**config.mk**
```make
export PLATFORM = sky130hd
export DESIGN_NAME = booth_mac_accumulator
export DESIGN_NICKNAME = d
export VERILOG_FILES = /design/src/rtl/mac_pkg.sv /design/src/rtl/rise_detect.sv /design/src/rtl/booth_mac_accumulator.sv
export SDC_FILE = /design/constraint.sdc
export NUM_CORES = 1
export LEC_CHECK = 0
export ABC_AREA = 0
export BUFFER_PORTS_ARGS = -buffer_cell sky130_fd_sc_hd__buf_2
export CAP_MARGIN = 40
export CORE_ASPECT_RATIO = 0.9
export CORE_MARGIN = 3
export CORE_UTILIZATION = 30
export CTS_BUF_LIST = sky130_fd_sc_hd__clkbuf_8 sky130_fd_sc_hd__clkbuf_16
export DETAILED_ROUTE_END_ITERATION = 8
export PLACE_DENSITY_LB_ADDON = 0.25
export RECOVER_POWER = 25
export SETUP_SLACK_MARGIN = 0.3
export SLEW_MARGIN = 40
export SYNTH_ARGS = -nofsm -noshare
export SYNTH_HDL_FRONTEND = slang
export SYNTH_SLANG_ARGS = --single-unit
```
**constraint.sdc**
```tcl
create_clock -name clk -period 4.89 [get_ports clk]
set_input_delay 0.2445 -clock clk [delete_from_list [all_inputs] [get_ports clk]]
set_output_delay 0.2445 -clock clk [all_outputs]
set_load 0.005 [all_outputs]
```
**src/rtl/mac_pkg.sv**
```systemverilog
// mac_pkg: shared types and arithmetic helper for the Booth multiply-accumulate
// back end.
//   mac_state_t  : frame FSM state (ACCUM while summing, HOLD once complete)
//   TERM_CNT_W   : width of the per-frame product counter
//   CALC_W       : working width used by sat_add; accumulators up to 31 bits
//   sat_add()    : signed add with saturate-or-wrap and an overflow flag
package mac_pkg;

  typedef enum logic {
    ACCUM = 1'b0,
    HOLD  = 1'b1
  } mac_state_t;

  localparam int TERM_CNT_W = 8;
  localparam int CALC_W     = 32;

  typedef struct packed {
    logic signed [CALC_W-1:0] value;
    logic                     ovf;
  } sat_result_t;

  // Adds two sign-extended operands in one extra bit so that the true sum is
  // always representable, then checks it against the range of an acc_w-bit
  // signed number. In wrap mode the low acc_w bits of value are the
  // two's-complement result; in saturate mode value is the nearest bound.
  function automatic sat_result_t sat_add(
    input logic signed [CALC_W-1:0] acc,
    input logic signed [CALC_W-1:0] prod,
    input int                       acc_w,
    input logic                     saturate
  );
    logic signed [CALC_W:0] sum;
    logic signed [CALC_W:0] max_v;
    logic signed [CALC_W:0] min_v;
    sat_result_t            r;
    sum   = {acc[CALC_W-1], acc} + {prod[CALC_W-1], prod};
    max_v = (33'sd1 <<< (acc_w - 1)) - 33'sd1;
    min_v = -(33'sd1 <<< (acc_w - 1));
    r.ovf   = 1'b0;
    r.value = sum[CALC_W-1:0];
    if (sum > max_v) begin
      r.ovf = 1'b1;
      if (saturate) r.value = max_v[CALC_W-1:0];
    end else if (sum < min_v) begin
      r.ovf = 1'b1;
      if (saturate) r.value = min_v[CALC_W-1:0];
    end
    return r;
  endfunction

endpackage

```
**src/rtl/rise_detect.sv**
```systemverilog
// rise_detect: single-bit rising-edge detector.
//   clk       : clock, rising edge
//   rst       : synchronous active-low reset
//   d         : level input
//   rise      : high in the cycle where d is 1 and was 0 at the previous edge
// RESET_VAL sets the remembered level after reset; 1 means a level that is
// already high when reset releases is not treated as a new edge.
module rise_detect #(
  parameter logic RESET_VAL = 1'b1
) (
  input  logic clk,
  input  logic rst,
  input  logic d,
  output logic rise
);

  logic d_q;

  // Remember the level seen at the previous edge.
  always_ff @(posedge clk) begin
    if (!rst) d_q <= RESET_VAL;
    else      d_q <= d;
  end

  assign rise = d & ~d_q;

endmodule

```
**src/rtl/booth_mac_accumulator.sv**
```systemverilog
// booth_mac_accumulator: sums N_TERMS consecutive signed products from the
// Booth multiplier into a wider accumulator and flags frame completion.
//   clk       : clock, rising edge
//   rst       : synchronous active-low reset
//   clear     : synchronous frame abort (zeroes sum, count, overflow)
//   mul_valid : multiplier valid, held high until the multiplier restarts
//   mul_z     : signed product, stable while mul_valid is high
//   acc_out   : signed running sum, final sum while the frame is held
//   term_cnt  : products accepted in the current frame
//   done      : one-cycle pulse on the edge that completes a frame
//   overflow  : sticky flag for any saturation/wrap in the current frame
module booth_mac_accumulator
  import mac_pkg::*;
#(
  parameter int PROD_W   = 8,
  parameter int ACC_W    = 12,
  parameter int N_TERMS  = 4,
  parameter int SATURATE = 1
) (
  input  logic                  clk,
  input  logic                  rst,
  input  logic                  clear,
  input  logic                  mul_valid,
  input  logic [PROD_W-1:0]     mul_z,
  output logic [ACC_W-1:0]      acc_out,
  output logic [TERM_CNT_W-1:0] term_cnt,
  output logic                  done,
  output logic                  overflow
);

  localparam logic [TERM_CNT_W-1:0] LAST_CNT = TERM_CNT_W'(N_TERMS - 1);

  mac_state_t                state, state_n;
  logic [ACC_W-1:0]          acc_n;
  logic [TERM_CNT_W-1:0]     cnt_n;
  logic                      done_n;
  logic                      ovf_n;
  logic                      accept;
  logic [ACC_W-1:0]          prod_ext;
  logic signed [CALC_W-1:0]  acc_wide;
  logic signed [CALC_W-1:0]  prod_wide;
  sat_result_t               sat_res;

  // The valid line is a level held across many cycles; only its rising edge
  // marks a fresh product. Resetting the history to 1 stops a level that is
  // already high at reset release from being counted.
  rise_detect #(
    .RESET_VAL (1'b1)
  ) u_rise (
    .clk  (clk),
    .rst  (rst),
    .d    (mul_valid),
    .rise (accept)
  );

  assign prod_ext  = {{(ACC_W - PROD_W){mul_z[PROD_W-1]}}, mul_z};
  assign acc_wide  = {{(CALC_W - ACC_W){acc_out[ACC_W-1]}}, acc_out};
  assign prod_wide = {{(CALC_W - PROD_W){mul_z[PROD_W-1]}}, mul_z};
  assign sat_res   = sat_add(acc_wide, prod_wide, ACC_W, SATURATE != 0);

  // Frame state and all visible outputs are registered together.
  always_ff @(posedge clk) begin
    if (!rst) begin
      state    <= ACCUM;
      acc_out  <= '0;
      term_cnt <= '0;
      done     <= 1'b0;
      overflow <= 1'b0;
    end else begin
      state    <= state_n;
      acc_out  <= acc_n;
      term_cnt <= cnt_n;
      done     <= done_n;
      overflow <= ovf_n;
    end
  end

  // Next-state logic. clear overrides any accept in the same cycle, which
  // also guarantees done is never raised alongside a clear. An accept in
  // HOLD begins the next frame with the product itself as the first term.
  always_comb begin
    state_n = state;
    acc_n   = acc_out;
    cnt_n   = term_cnt;
    done_n  = 1'b0;
    ovf_n   = overflow;
    if (clear) begin
      state_n = ACCUM;
      acc_n   = '0;
      cnt_n   = '0;
      ovf_n   = 1'b0;
    end else if (accept) begin
      case (state)
        ACCUM: begin
          acc_n = sat_res.value[ACC_W-1:0];
          cnt_n = term_cnt + TERM_CNT_W'(1);
          if (sat_res.ovf) ovf_n = 1'b1;
          if (term_cnt == LAST_CNT) begin
            done_n  = 1'b1;
            state_n = HOLD;
          end
        end
        HOLD: begin
          acc_n   = prod_ext;
          cnt_n   = TERM_CNT_W'(1);
          ovf_n   = 1'b0;
          state_n = ACCUM;
        end
        default: state_n = ACCUM;
      endcase
    end
  end

endmodule

```
# ---- Yosys cells after proc, flatten, opt, wreduce, memory -nomap -nowiden
# Index checks and enable logic that the tools add are counted.
dict set report word_totals {
  word_cells 28
  in_bits 12
  regBits 24
}
dict set report op_classes {
  n_lt_le_gt_ge 2
  addsub 2
  n_reduce_logical 3
  mux 8
  n_bitwise 5
  eq_ne 2
}
# operator count
set op_table {}
lappend op_table {{13-bit two-way mux} 2}
lappend op_table {{12-bit case mux with 2 select lines} 1}
lappend op_table {{8-bit case mux with 2 select lines} 1}
lappend op_table {{12-bit by 8-bit adder with 13-bit output} 1}
lappend op_table {{13-bit by 12-bit greater-than comparator with 1-bit output, second input constant} 1}
lappend op_table {{13-bit by 12-bit less-than comparator with 1-bit output, second input constant} 1}
lappend op_table {{8-bit by 1-bit adder with 8-bit output, second input constant} 1}
lappend op_table {{8-bit by 2-bit == test with 1-bit output, second input constant} 1}
lappend op_table {{1-bit NOT} 4}
lappend op_table {{1-bit case mux with 2 select lines} 2}
lappend op_table {{4-bit OR reduction} 1}
lappend op_table {{1-bit two-way mux} 2}
lappend op_table {{2-bit inequality test, second input constant} 1}
lappend op_table {{2-bit AND reduction} 1}
lappend op_table {{2-bit OR reduction} 1}
lappend op_table {{1-bit AND} 1}

# ---- Longest topological paths before layout
# Gate-level depths: netlist of the first run.
dict set report logic_depth {
  depth_word 6
  mapped_depth 10
  depth_no_buf 9
}

# ---- Cells and area by module
# A second synthesis of the first run with hierarchy kept.
dict set report hier_totals {
  hier_cells 191
  area_unflattened_um2 1636.6
}
# module area_each_um2 seq_area_each_um2 cells_per_inst n_inst
set by_module_without_submodules {}
lappend by_module_without_submodules {booth_mac_accumulator 1596.5 460.4 188 1}
lappend by_module_without_submodules {rise_detect 40.0 20.0 3 1}

# ---- Worst setup path after synthesis of the first run
# OpenSTA, ideal clock, no wires.
dict set report synth_timing {
  path_type {reg2reg}
  from {reg acc_out[0]}
  to {reg acc_out[1]}
  arrival_time_ps 2303
  path_buffers 0
  path_stages_with_launch 10
  setup_ps 59
  period_less_slack_ps 2362
  slack_ps 2528
  cell_sequence {dfxtp_1 > ha_1 > inv_1 > fa_1 > nand2b_1 > a21oi_1 > o21ai_1 > a2111oi_4 > or2_1 > a221o_1}
}
dict set report synth_via {
  elab_chain_len 5
  elab_cells_between_ends 6
  cone_classes {1 x add/sub; 2 x order compare; 3 x mux}
}
# item line
set synth_rtl {}
lappend synth_rtl {{start: declaration} booth_mac_accumulator.sv:25} ;# output logic [ACC_W-1:0] acc_out,
lappend synth_rtl {{start signal: assignment} booth_mac_accumulator.sv:71} ;# acc_out <= acc_n;
lappend synth_rtl {{12-bit by 8-bit adder with 13-bit output (*)} mac_pkg.sv:36} ;# sum = {acc[CALC_W-1], acc} + {prod[CALC_W-1], prod};
lappend synth_rtl {{13-bit by 12-bit less-than comparator with 1-bit output} mac_pkg.sv:44} ;# end else if (sum < min_v) begin
lappend synth_rtl {{13-bit two-way mux} mac_pkg.sv:44}
lappend synth_rtl {{13-bit two-way mux (*)} mac_pkg.sv:41} ;# if (sum > max_v) begin
lappend synth_rtl {{12-bit case mux with 2 select lines (*)} booth_mac_accumulator.sv:93} ;# case (state)
# Mark *: on every way between the ends. The rest lies on a longest branch, timed or not.
# A chain may end at the register's enable or synchronous reset.

# ---- Final worst setup path of the first run
dict set report layout_timing {
  from {reg acc_out[0]}
  to {reg acc_out[10]}
}
# The elaborated chain is that of the path after synthesis.

==> key figures, run 1 <==
Global routing
  – First-pass GRT wire length: about 7000 µm
  – Pin count of the biggest net entering global routing: 15
  – GRT Util Overall: 0.133
  – Global route overflow: 0
  – Initial antenna violation count: 0
  – Vias in the first global route: 1,475

Placement
  – Placed inst area: 1890 µm²
  – Post-DP HPWL: 3160 µm
  – GP Congestion: between 0.8 and 0.9
  – Port-buffer cells: 33

Die
  – IO Count: 34
  – Placement Rows: 25
  – Initial Utilization: 0.314
  – Die X-Extent: 84.7 µm
  – Die height: 76.8 µm
  – Total die area: 6500 µm²
  – Core area: approximately 5300 µm²

Finish
  – FF/Latch Area: 480 µm²
  – Area grow syn2layout: 16.9%
  – Fin area: slightly below 2000 µm²
  – Layout Nets: 265
  – Layout cell share with drive strength beyond 1: 0.151
  – Ant. Diodes: 0
  – Post-route core utilization: 0.367
  – Layout fillers: slightly below 600
  – Area of the multi-input gates: between 1000 and 1500 µm²

CTS
  – Cts bufs inserted: 3
  – Clock Root Buffer: clkbuf_8
  – Clock Latency Late Sink: 270 ps
  – CTS max path bufs: 2
  – TritonCTS clock tree: done
  – Hold Buf Count CTS: 0
  – Sink Count: 24
  – Post-CTS Setup Inserts: 0
  – CTS resizes: 0
  – H-tree levels: 1
  – Clock-pin slew on the worst setup and hold paths: 90 ps

Logic synthesis
  – Top-count cell post-synth: nand2_1
  – XOR/XNOR share of the synthesized area: 0.0577
  – Post-Synth Adder-Cell Area: 0.109
  – Area leader, netlist: dfxtp_1
  – Dominant cells by area after synthesis: dfxtp_1 29%, ha_1 9.7%, nand2_1 5.8%
  – Netlist cell types: between 40 and 50
  – Number of synthesis warnings: 0
  – Mux share of post-synthesis cell area: 0
  – Post-synth top cells: 26 x nand2_1, 24 x dfxtp_1, 18 x a21oi_1, 15 x nor2_1, 15 x o21ai_0
  – Syn nets: 233
  – Post-synthesis sequential element count: 24
  – Largest family of logic cells by synthesized area: compound AO/OA/AOI/OAI gates
  – Top cell type's share of synthesized area: 0.288
  – Syn Std Cell Area: 1670 µm²
  – Register area share after synthesis: 0.288
  – Syn_area_per_cell: roughly 8 µm²
  – Compound-cell area share of the yosys netlist: 0.289
  – Main flop type after synthesis: dfxtp_1
  – Share of async-settable or async-resettable flops after synthesis: 0
  – Simple-Gate Fraction of Synth Area: 0.222
  – Synth Instances: 207
  – Number of flops mapped to enable cells by yosys: 0

Routing
  – DR vias/cell: 5.25
  – Antenna viol nets, final: 0
  – Total Wirelength: 4200 µm
  – Initial DRC Count: approximately 110
  – Routed wire per std cell: 13.8 µm
  – DRC errors left: 0
  – TritonRoute pass-1 iters: 4
  – Vias: 1,602

Power and ir drop
  – Leakage: 0.000821 µW
  – IR drop worst, VDD: 0.0907 mV
  – Pwr Density: 223 nW/µm²
  – Total power: 435 µW

Timing
  – RSZ-0062 raised after global routing: false
  – Final setup vio count: 0
  – Hold WS: 150 ps
  – Slew margin rel.: 0.494
  – Final Hold Viols: 0
  – Final period util: 0.546
  – Final slew viol count: 0
  – F_max: 0.374 GHz
  – Final setup TNS: 0 ps
  – Clock skew: 2.18 ps
  – Actual transition at the worst max-transition pin: 751 ps
  – Tmin final: approximately 2700 ps

Flow run
  – Max Cap Violations: 0

Critical path
  – Startpoint type of the worst setup path: flip-flop
  – Worst-path maximum fanout: 7
  – Setup crit end kind: flip-flop
  – Critical path data required time: 5100 ps
  – Setup CP Type: reg2reg
  – Worst endpoint data arrival time: 2890 ps

Hold path
  – Hold/Removal Path Class: in2reg

Outcome
  – Outcome: finished, final reports clean
==> power by group <==
| part | internal, µW | switching [µW] |
|---|---|---|
| registers | 198 | 1.87 |
| logic | 23.1 | 34.0 |
| clock network | 110 | 68.9 |
| total | 330 | 105 |
==> routing by layer <==
metal / track usage / wire [µm] / up-vias
met2: 0.196 / 1760 / 27
met1: 0.196 / 2260 / 741
li1: - / - / 832
met3: 0.0311 / 160 / 2
met5: 0 / 0 / -
met4: 0.0285 / 24 / 0
==> through the flow <==
| step | cells | setup slack (ps) |
|---|---|---|
| finish | 305 | 2220 |
| global route | 305 | 1930 |
| CTS | 305 | 2190 |
| detailed placement | 301 | 2200 |
| global placement | 301 | 2260 |
| floorplan | 207 | 2530 |
==> sequential cells by signal, summed over array words and instances (netlist names) <==
name / count
state: 1
acc_out: 12
overflow: 1
u_rise.d_q: 1
done: 1
term_cnt: 8
==> cell usage in the layout (no fill, tap or decap), drive strengths merged, types with 2 or more instances in the layout <==
master / Yosys / final
nand2: 26 / 26
buf: 2 / 26
dfxtp: 24 / 24
o21ai: 19 / 19
a21oi: 18 / 18
nor2: 15 / 15
ha: 13 / 13
nand3: 11 / 11
clkbuf: 4 / 10
o211ai: 7 / 7
a211oi: 7 / 7
inv: 6 / 6
xor2: 6 / 6
nand2b: 5 / 5
xnor2: 5 / 5
nand4: 4 / 4
and3: 4 / 4
o21a: 4 / 4
nor2b: 3 / 3
a21o: 3 / 3
o32a: 2 / 2
or3: 2 / 2
nor4b: 2 / 2
a221o: 2 / 2
a2111oi: 2 / 2
==> cell type report <==
| type | instances | area share |
|---|---|---|
| Timing Repair Buffer | 33 | 0.0801 |
| Inverter | 7 | 0.0135 |
| Clock buffer | 3 | 0.0211 |
| Sequential cell | 24 | 0.246 |
| Clock inverter | 1 | 0.0154 |
| Multi-Input combinational cell | 170 | 0.581 |
| Tap cell | 67 | 0.0429 |
==> worst max-delay path, stage by stage (launching register included) <==
cell and delay, ps:
dfxtp_1 360, ha_1 200, inv_1 70, fa_1 390
nand2b_1 180, a21oi_1 280, o21ai_1 200, a2111oi_4 590
o21ai_1 220, nand3_1 130
==> path summary, 6_finish.rpt <==
check	startpoint	end	slack (ps)	cells after the start
worst max-delay path	acc_out[0]$_SDFFE_PP0P_	acc_out[10]$_SDFFE_PP0P_	2220	9
worst min-delay path	rst	u_rise.d_q$_SDFF_PN1_	150	2
worst max register to register	acc_out[0]$_SDFFE_PP0P_	acc_out[10]$_SDFFE_PP0P_	2220	9
worst min register to register	overflow$_SDFFE_PP0P_	overflow$_SDFFE_PP0P_	480	2
==> logic make-up (layout without fill, tap and decap cells) <==
family / count (synthesis) / in the layout
compound gates: 69 / 69
xor+xnor: 11 / 11
fa+ha+maj: 14 / 14
buf+inv: 13 / 44
flops: 24 / 24
simple gates: 76 / 76
(Power assumes the default switching activity.)
==> run 2, diff against run 1 <==
ABC_AREA = 1   (was 0)
clock period = 2.2 ns   (was 4.89 ns; I/O delays follow)
==> run 2 against run 1 <==
Routed wire length increased by 20%. Final area up 24%. Critical path type unchanged. Sequential share of layout area shrank 4.7 points. Largest power group unchanged. Combinational power grew to 4.3 times the previous value. Critical path depth rose by 7.
==> key figures, run 2 <==
Timing
  – Slew margin rel.: 0.589 (+0.0946)
  – Final setup vio count: 0 (unchanged)
  – RSZ-0062 raised after global routing: true
  – Final slew viol count: 0 (unchanged)
  – Final Hold Viols: 0 (unchanged)
  – Tmin final: 1940 ps (-732 ps)
  – Final period util: 0.881 (+0.335)
  – F_max: 0.516 GHz (+38%)
  – Actual transition at the worst max-transition pin: 617 ps (-134 ps)
  – Final setup TNS: 0 ps (unchanged)
  – Clock skew: 4.81 ps (+2.63 ps)

Routing
  – Vias: 1,941 (+21%)
  – Routed wire per std cell: 12.2 µm (-12%)
  – Initial DRC Count: 72 (-32%)
  – DR vias/cell: 4.67 (-11%)
  – DRC errors left: 0 (unchanged)
  – Total Wirelength: 5060 µm (+20%)
  – Antenna viol nets, final: 0 (unchanged)
  – TritonRoute pass-1 iters: 5 (+1)

Logic synthesis
  – Netlist cell types: 27 (-36%)
  – Syn nets: 327 (+40%)
  – Simple-Gate Fraction of Synth Area: 0.425 (+0.203)
  – Number of flops mapped to enable cells by yosys: 0 (unchanged)
  – Register area share after synthesis: 0.263 (-0.0246)
  – Top cell type's share of synthesized area: 0.263 (-0.0246)
  – Post-synthesis sequential element count: 24 (unchanged)
  – Syn_area_per_cell: 6.07 µm² (-25%)
  – Largest family of logic cells by synthesized area: simple AND/OR/NAND/NOR gates
  – Compound-cell area share of the yosys netlist: 0.0753 (-0.214)
  – Dominant cells by area after synthesis: dfxtp_1 26%, nand2_1 21%, inv_1 9.0%
  – Syn Std Cell Area: 1830 µm² (+9.4%)
  – Post-Synth Adder-Cell Area: 0.100 (-0.00936)
  – Number of synthesis warnings: 0 (unchanged)
  – Top-count cell post-synth: nand2_1
  – XOR/XNOR share of the synthesized area: 0.0336 (-0.0241)
  – Post-synth top cells: 103 x nand2_1, 44 x inv_1, 31 x nor2_1, 24 x dfxtp_1, 16 x nand3_1
  – Mux share of post-synthesis cell area: 0 (unchanged)
  – Share of async-settable or async-resettable flops after synthesis: 0 (unchanged)
  – Synth Instances: 301 (+45%)
  – Main flop type after synthesis: dfxtp_1
  – Area leader, netlist: dfxtp_1

Finish
  – Top flop regs: acc_out x12, term_cnt x8
  – Layout fillers: 631 (+6.8%)
  – Most common cell after layout, fill and taps aside: nand2_1
  – Ant. Diodes: 0 (unchanged)
  – Max reg flops: 12 (unchanged)
  – Post-route core utilization: 0.419 (+0.0512)
  – Most frequent cells in the layout: 92 x nand2_1, 41 x inv_1, 30 x nor2_1
  – Area grow syn2layout: 32.7%
  – Layout cell share with drive strength beyond 1: 0.277 (+0.126)
  – Reg with most FFs: acc_out
  – Layout Nets: 373 (+41%)

Critical path
  – Critical path data required time: 2410 ps (-2690 ps)
  – Startpoint type of the worst setup path: flip-flop
  – Setup CP Type: reg2reg
  – Worst-path maximum fanout: 3 (-4)
  – Setup crit end kind: flip-flop
  – Worst endpoint data arrival time: 2150 ps (-740 ps)

Die
  – Die X-Extent: 88.3 µm (+4.3%)
  – Die height: 80.0 µm (+4.2%)
  – IO Count: 34 (unchanged)
  – Initial Utilization: 0.315 (+0.00135)
  – Placement Rows: 26 (+4.0%)
  – Core area: 5790 µm² (+8.9%)
  – Total die area: 7060 µm² (+8.7%)

Power and ir drop
  – Share of power burned in registers: 0.442 (-0.017)
  – Comb pwr share: 0.240 (+0.109)
  – Pwr Density: 417 nW/µm² (+87%)
  – Clock power frac: 0.319 (-0.091)
  – Net Sw Frac: 0.310 (+0.0696)
  – IR drop worst, VDD: 0.360 mV (+300%)
  – Leakage: 0.00124 µW (+51%)
  – Psw: 314 µW (+200%)
  – Power Internal: 697 µW (+110%)

CTS
  – CTS max path bufs: 2 (unchanged)
  – Sink Count: 24 (unchanged)
  – Clock Latency Late Sink: 270 ps (about the same)
  – Clock-pin slew on the worst setup and hold paths: 100 ps (about the same)
  – TritonCTS clock tree: done
  – Clock Root Buffer: clkbuf_8
  – Cts bufs inserted: 3 (unchanged)
  – H-tree levels: 1 (unchanged)

Global routing
  – Pin count of the biggest net entering global routing: 15 (unchanged)
  – Vias in the first global route: 1,765 (+20%)
  – Global route overflow: 0 (unchanged)
  – First-pass GRT wire length: 8160 µm (+14%)
  – Initial antenna violation count: 0 (unchanged)
  – GRT Util Overall: 0.144 (+0.0104)

Placement
  – Post-DP HPWL: 3610 µm (+14%)
  – Port-buffer cells: 33 (unchanged)
  – GP Congestion: 0.809 (-3.5%)

Flow run
  – Max Cap Violations: 0 (unchanged)

Hold path
  – Hold/Removal Path Class: in2reg

Outcome
  – Outcome: finished, final reports clean
## run 2: cell count changes after synthesis, moves of 5 or more
cell	delta
a211oi_1	-6
a21oi_1	-6
inv_1	+38
nand2_1	+77
nand2_2	+7
nand2b_1	-5
nand3_1	+5
nor2_1	+16
nor3_1	+5
o211ai_1	-7
## run 2: layout make-up
type / instances / area [µm²] / area share
inverter: 47 / 181 / 0.0749
clock buffer: 4 / 55.1 / 0.0227
sequential: 24 / 483 / 0.199
timing repair buffer: 43 / 243 / 0.100
tap: 70 / 87.6 / 0.0361
multi-input combinational: 228 / 1370 / 0.567
## run 2: worst max-delay path: stages (launching register included)
cell and delay, ps:
dfxtp_2 360, ha_4 130, inv_2 40, fa_2 330, inv_2 60, nand2_2 50
nand2_2 70, and2_4 140, nand2_2 50, nand3_2 50, nand2_1 60, nand2_2 120
nand2_4 80, buf_4 130, nand2_1 60, nand2_1 60, a21oi_2 100
## run 2: stage by stage
| stage | cells | cell area [µm²] | setup slack (ps) | total power [µW] | hold slack [ps] |
|---|---|---|---|---|---|
| after global routing | 416 | 2420 | 134 | 1070 | 4.94 |
| after CTS | 414 | 2230 | 248 | 982 | 0.227 |
| after floorplan | 301 | 1830 | 321 | 585 | 179 |
| final | 416 | 2420 | 261 | 1010 | 7.87 |
| after global placement | 403 | 2090 | 197 | 638 | 290 |
| after detailed placement | 403 | 2090 | 147 | 638 | 298 |
## run 2: timing repair
action | in CTS | in global routing
gates resized for setup | 11 | 41
hold buffers | 0 | 0
buffers inserted | 6 | 2
endpoints found under the setup margin | 12 | 13
pin swaps | 9 | 13
gates cloned | 1 | 0
## run 2: cell families (layout without fill, tap and decap cells)
group,after synthesis,after routing
AND/OR/NAND/NOR,179,180
buffers and inverters,50,94
AO/OA/AOI/OAI,27,27
adder cells (fa/ha/maj),14,14
XOR/XNOR,7,7
flip-flops,24,24
## run 2: path summary, 6_finish.rpt
path | start | end | slack, ps | cells past startpoint
hold reg to reg | overflow$_SDFFE_PP0P_ | overflow$_SDFFE_PP0P_ | 470 | 2
hold / removal | rst | u_rise.d_q$_SDFF_PN1_ | 8 | 2
setup / recovery | acc_out[0]$_SDFFE_PP0P_ | overflow$_SDFFE_PP0P_ | 260 | 16
setup reg to reg | acc_out[0]$_SDFFE_PP0P_ | overflow$_SDFFE_PP0P_ | 260 | 16
## run 2: per-layer routing
metal / up-vias / part of all wire / global-route usage
li1: 1032 / - / -
met5: - / 0 / 0
met4: 0 / 0.0034 / 0.0136
met3: 2 / 0.041 / 0.0258
met2: 31 / 0.45 / 0.223
met1: 876 / 0.51 / 0.213
## run 2: power groups by stage
stage,Clock [µW],Combinational [µW],Sequential (µW)
2_1_floorplan,0,130,455
3_3_place_gp,0,183,455
3_5_place_dp,0,183,455
4_1_cts,335,201,445
5_1_grt,350,271,448
6_report,322,243,446
==> run 3, diff against run 2 <==
PLACE_DENSITY = 0.52   (was not set)
PLACE_DENSITY_LB_ADDON = not set   (was 0.25)
==> run 3 against run 2 <==
Routed wire length shrank 5.3%. Clock skew grew 5.9 ps. Worst setup slack gained 2.3 ps. Utilization shrank 1.7 points. Via count shrank 2.3%. Largest power group unchanged. Cell count shrank 0.24%. Sequential cell count is the same. Clock-buffer cell count is the same. First-iteration DRC count is the same. Sequential power is essentially flat. Clock power shrank 2%. Die area is the same.
==> key figures, run 3 (synthesis gave the netlist of run 2 again) <==
Critical path
  – Reg-to-reg slack, setup: 260 ps (about the same)
  – Worst R2R Start: acc_out[0]$_SDFFE_PP0P_
  – Critical path data required time: 2380 ps (-30 ps)
  – Most used cell, CP: nand2_2
  – Worst R2R Path Depth: 16 (unchanged)
  – Worst endpoint data arrival time: 2120 ps (-30 ps)
  – Worst R2R End: acc_out[4]$_SDFFE_PP0P_
  – Critical Path, Cell by Cell: ha_4 -> inv_2 -> fa_2 -> inv_2 -> nand2_2 -> nand2_2 -> and2_4 -> nand2_4 -> nand4_1 -> nand2_2 -> nand2_4 -> nand2_4 -> inv_8 -> nand2_2 -> nand2_1 -> nand2_1
  – Setup crit end kind: flip-flop
  – Crit-path slowest cell: dfxtp_2
  – CP max stage delay: 360 ps (about the same)
  – Setup CP Type: reg2reg
  – Worst-path maximum fanout: 6 (+3)
  – Startpoint type of the worst setup path: flip-flop

Die
  – IO Count: 34 (unchanged)
  – Total die area: 7060 µm² (unchanged)
  – Die X-Extent: 88.3 µm (unchanged)
  – Placement Rows: 26 (unchanged)
  – Die height: 80.0 µm (unchanged)
  – Core area: 5790 µm² (unchanged)
  – Initial Utilization: 0.315 (unchanged)

CTS
  – H-tree levels: 1 (unchanged)
  – Cts bufs inserted: 3 (unchanged)
  – Clock Latency Late Sink: 280 ps (about the same)
  – CTS max path bufs: 2 (unchanged)
  – TritonCTS clock tree: done
  – Clock Root Buffer: clkbuf_8
  – Clock-pin slew on the worst setup and hold paths: 100 ps (about the same)
  – Sink Count: 24 (unchanged)

Routing
  – DRC errors left: 0 (unchanged)
  – Total Wirelength: 4790 µm (-5.3%)
  – Routed wire per std cell: 11.5 µm (-5.0%)
  – Vias: 1,896 (-2.3%)
  – DR vias/cell: 4.57 (-2.1%)
  – Initial DRC Count: 72 (unchanged)
  – TritonRoute pass-1 iters: 4 (-1)
  – Antenna viol nets, final: 0 (unchanged)

Global routing
  – Pin count of the biggest net entering global routing: 15 (unchanged)
  – Global route overflow: 0 (unchanged)
  – First-pass GRT wire length: 8150 µm (-0.17%)
  – Vias in the first global route: 1,769 (+0.23%)
  – Initial antenna violation count: 0 (unchanged)
  – GRT Util Overall: 0.144 (+0.000272)

Power and ir drop
  – Leakage: 0.00125 µW (+0.41%)
  – IR drop worst, VDD: 0.209 mV (-42%)
  – Pwr Density: 424 nW/µm² (+1.7%)
  – Total power: 986 µW (-2.4%)

Finish
  – Ant. Diodes: 0 (unchanged)
  – Post-Layout Cell Count: 415 (-0.24%)
  – Area of the multi-input gates: 1290 µm² (-6.4%)
  – Reg with most FFs: acc_out
  – Post-route core utilization: 0.401 (-0.0171)
  – Most common cell after layout, fill and taps aside: nand2_1
  – Top flop regs: acc_out x12, term_cnt x8
  – Most frequent cells in the layout: 84 x nand2_1, 41 x inv_1, 30 x nor2_1
  – Layout fillers: 657 (+4.1%)
  – FF/Latch Area: 482 µm² (-0.26%)
  – Area grow syn2layout: 27.3%
  – Layout cell share with drive strength beyond 1: 0.261 (-0.0166)
  – Layout Nets: 372 (-0.27%)
  – Max reg flops: 12 (unchanged)

Hold path
  – Hold endpoint: u_rise.d_q$_SDFF_PN1_
  – Min-Delay Startpoint: mul_valid
  – Hold/Removal Path Class: in2reg
  – Hold depth: 3 (+1)

Timing
  – Final Hold Viols: 0 (unchanged)
  – Actual transition at the worst max-transition pin: 633 ps (+16.7 ps)
  – F_max: 0.516 GHz (+0.12%)
  – Final setup TNS: 0 ps (unchanged)
  – Clock skew: 10.7 ps (+5.92 ps)
  – RSZ-0062 raised after global routing: true
  – Tmin final: 1940 ps (-2.34 ps)
  – Final period util: 0.880 (-0.00106)
  – Slew margin rel.: 0.576 (-0.0122)
  – Final setup vio count: 0 (unchanged)
  – Final slew viol count: 0 (unchanged)

Placement
  – Placed insts: 404 (+0.25%)
  – GP Congestion: 0.813 (+0.49%)
  – Port-buffer cells: 33 (unchanged)
  – Post-DP HPWL: 3650 µm (+1.4%)

Outcome
  – Outcome: finished, final reports clean

Flow run
  – Max Cap Violations: 0 (unchanged)
-- run 3: cell count changes in the layout (fill, tap and decap cells not counted), moves of 3 or more --
cell	delta
ha_1	+6
nand2_2	+8
ha_4	-6
nand3_1	+3
nand2_1	-8
nand3_2	-3
-- run 3: routing by layer --
| metal | GRT usage | vias to the layer above | wire length, µm |
|---|---|---|---|
| met5 | 0 | - | 0 |
| met4 | 0.0363 | 0 | 53 |
| met3 | 0.0330 | 6 | 163 |
| met2 | 0.212 | 25 | 2000 |
| met1 | 0.209 | 827 | 2580 |
| li1 | - | 1038 | - |
-- run 3: worst max-delay path by stage --
| stage | depth (start not counted) | slack (ps) | startpoint | end |
|---|---|---|---|---|
| floorplan | 16 | 320 | acc_out[0]$_SDFFE_PP0P_ | acc_out[6]$_SDFFE_PP0P_ |
| global placement | 16 | 200 | acc_out[0]$_SDFFE_PP0P_ | acc_out[4]$_SDFFE_PP0P_ |
| detailed placement | 16 | 130 | acc_out[0]$_SDFFE_PP0P_ | acc_out[4]$_SDFFE_PP0P_ |
| CTS | 16 | 230 | acc_out[0]$_SDFFE_PP0P_ | acc_out[4]$_SDFFE_PP0P_ |
| global route | 17 | 120 | acc_out[0]$_SDFFE_PP0P_ | acc_out[0]$_SDFFE_PP0P_ |
| finish | 16 | 260 | acc_out[0]$_SDFFE_PP0P_ | acc_out[4]$_SDFFE_PP0P_ |
-- run 3: final cells by class --
type / count / share of cell area
multi-input combinational: 228 / 0.553
sequential: 24 / 0.207
inverter: 47 / 0.0791
timing repair buffer: 42 / 0.0990
clock buffer: 4 / 0.0237
tap: 70 / 0.0377
-- run 3: critical path, delay by kind of cell, from the launching register on --
kind	cells	cell delay, ps
adder cells (fa/ha/maj)	2	490
buffers and inverters	3	190
flip-flops	1	360
AND/OR/NAND/NOR	11	800
-- run 3: power by group --
part	switching [µW]	leakage [µW]	internal [µW]
registers	4.90	0.000195	440
logic	140	0.00102	85.2
clock network	155	0.0000288	160
total	301	0.00125	686
-- run 3: per-stage QoR --
stage | hold slack (ps) | area [µm²] | setup slack, ps
floorplan | 179 | 1830 | 321
global placement | 289 | 2100 | 197
detailed placement | 294 | 2100 | 134
CTS | 6.39 | 2240 | 231
global route | 32.2 | 2320 | 122
finish | 11.1 | 2320 | 263
-- run 3: repair_timing --
action	CTS	global route
setup buffers	5	0
resized for setup	13	27
hold buffers	1	0
gates cloned	1	0
setup endpoints to repair	12	13
pin swaps	10	13
hold endpoints to repair	1	0
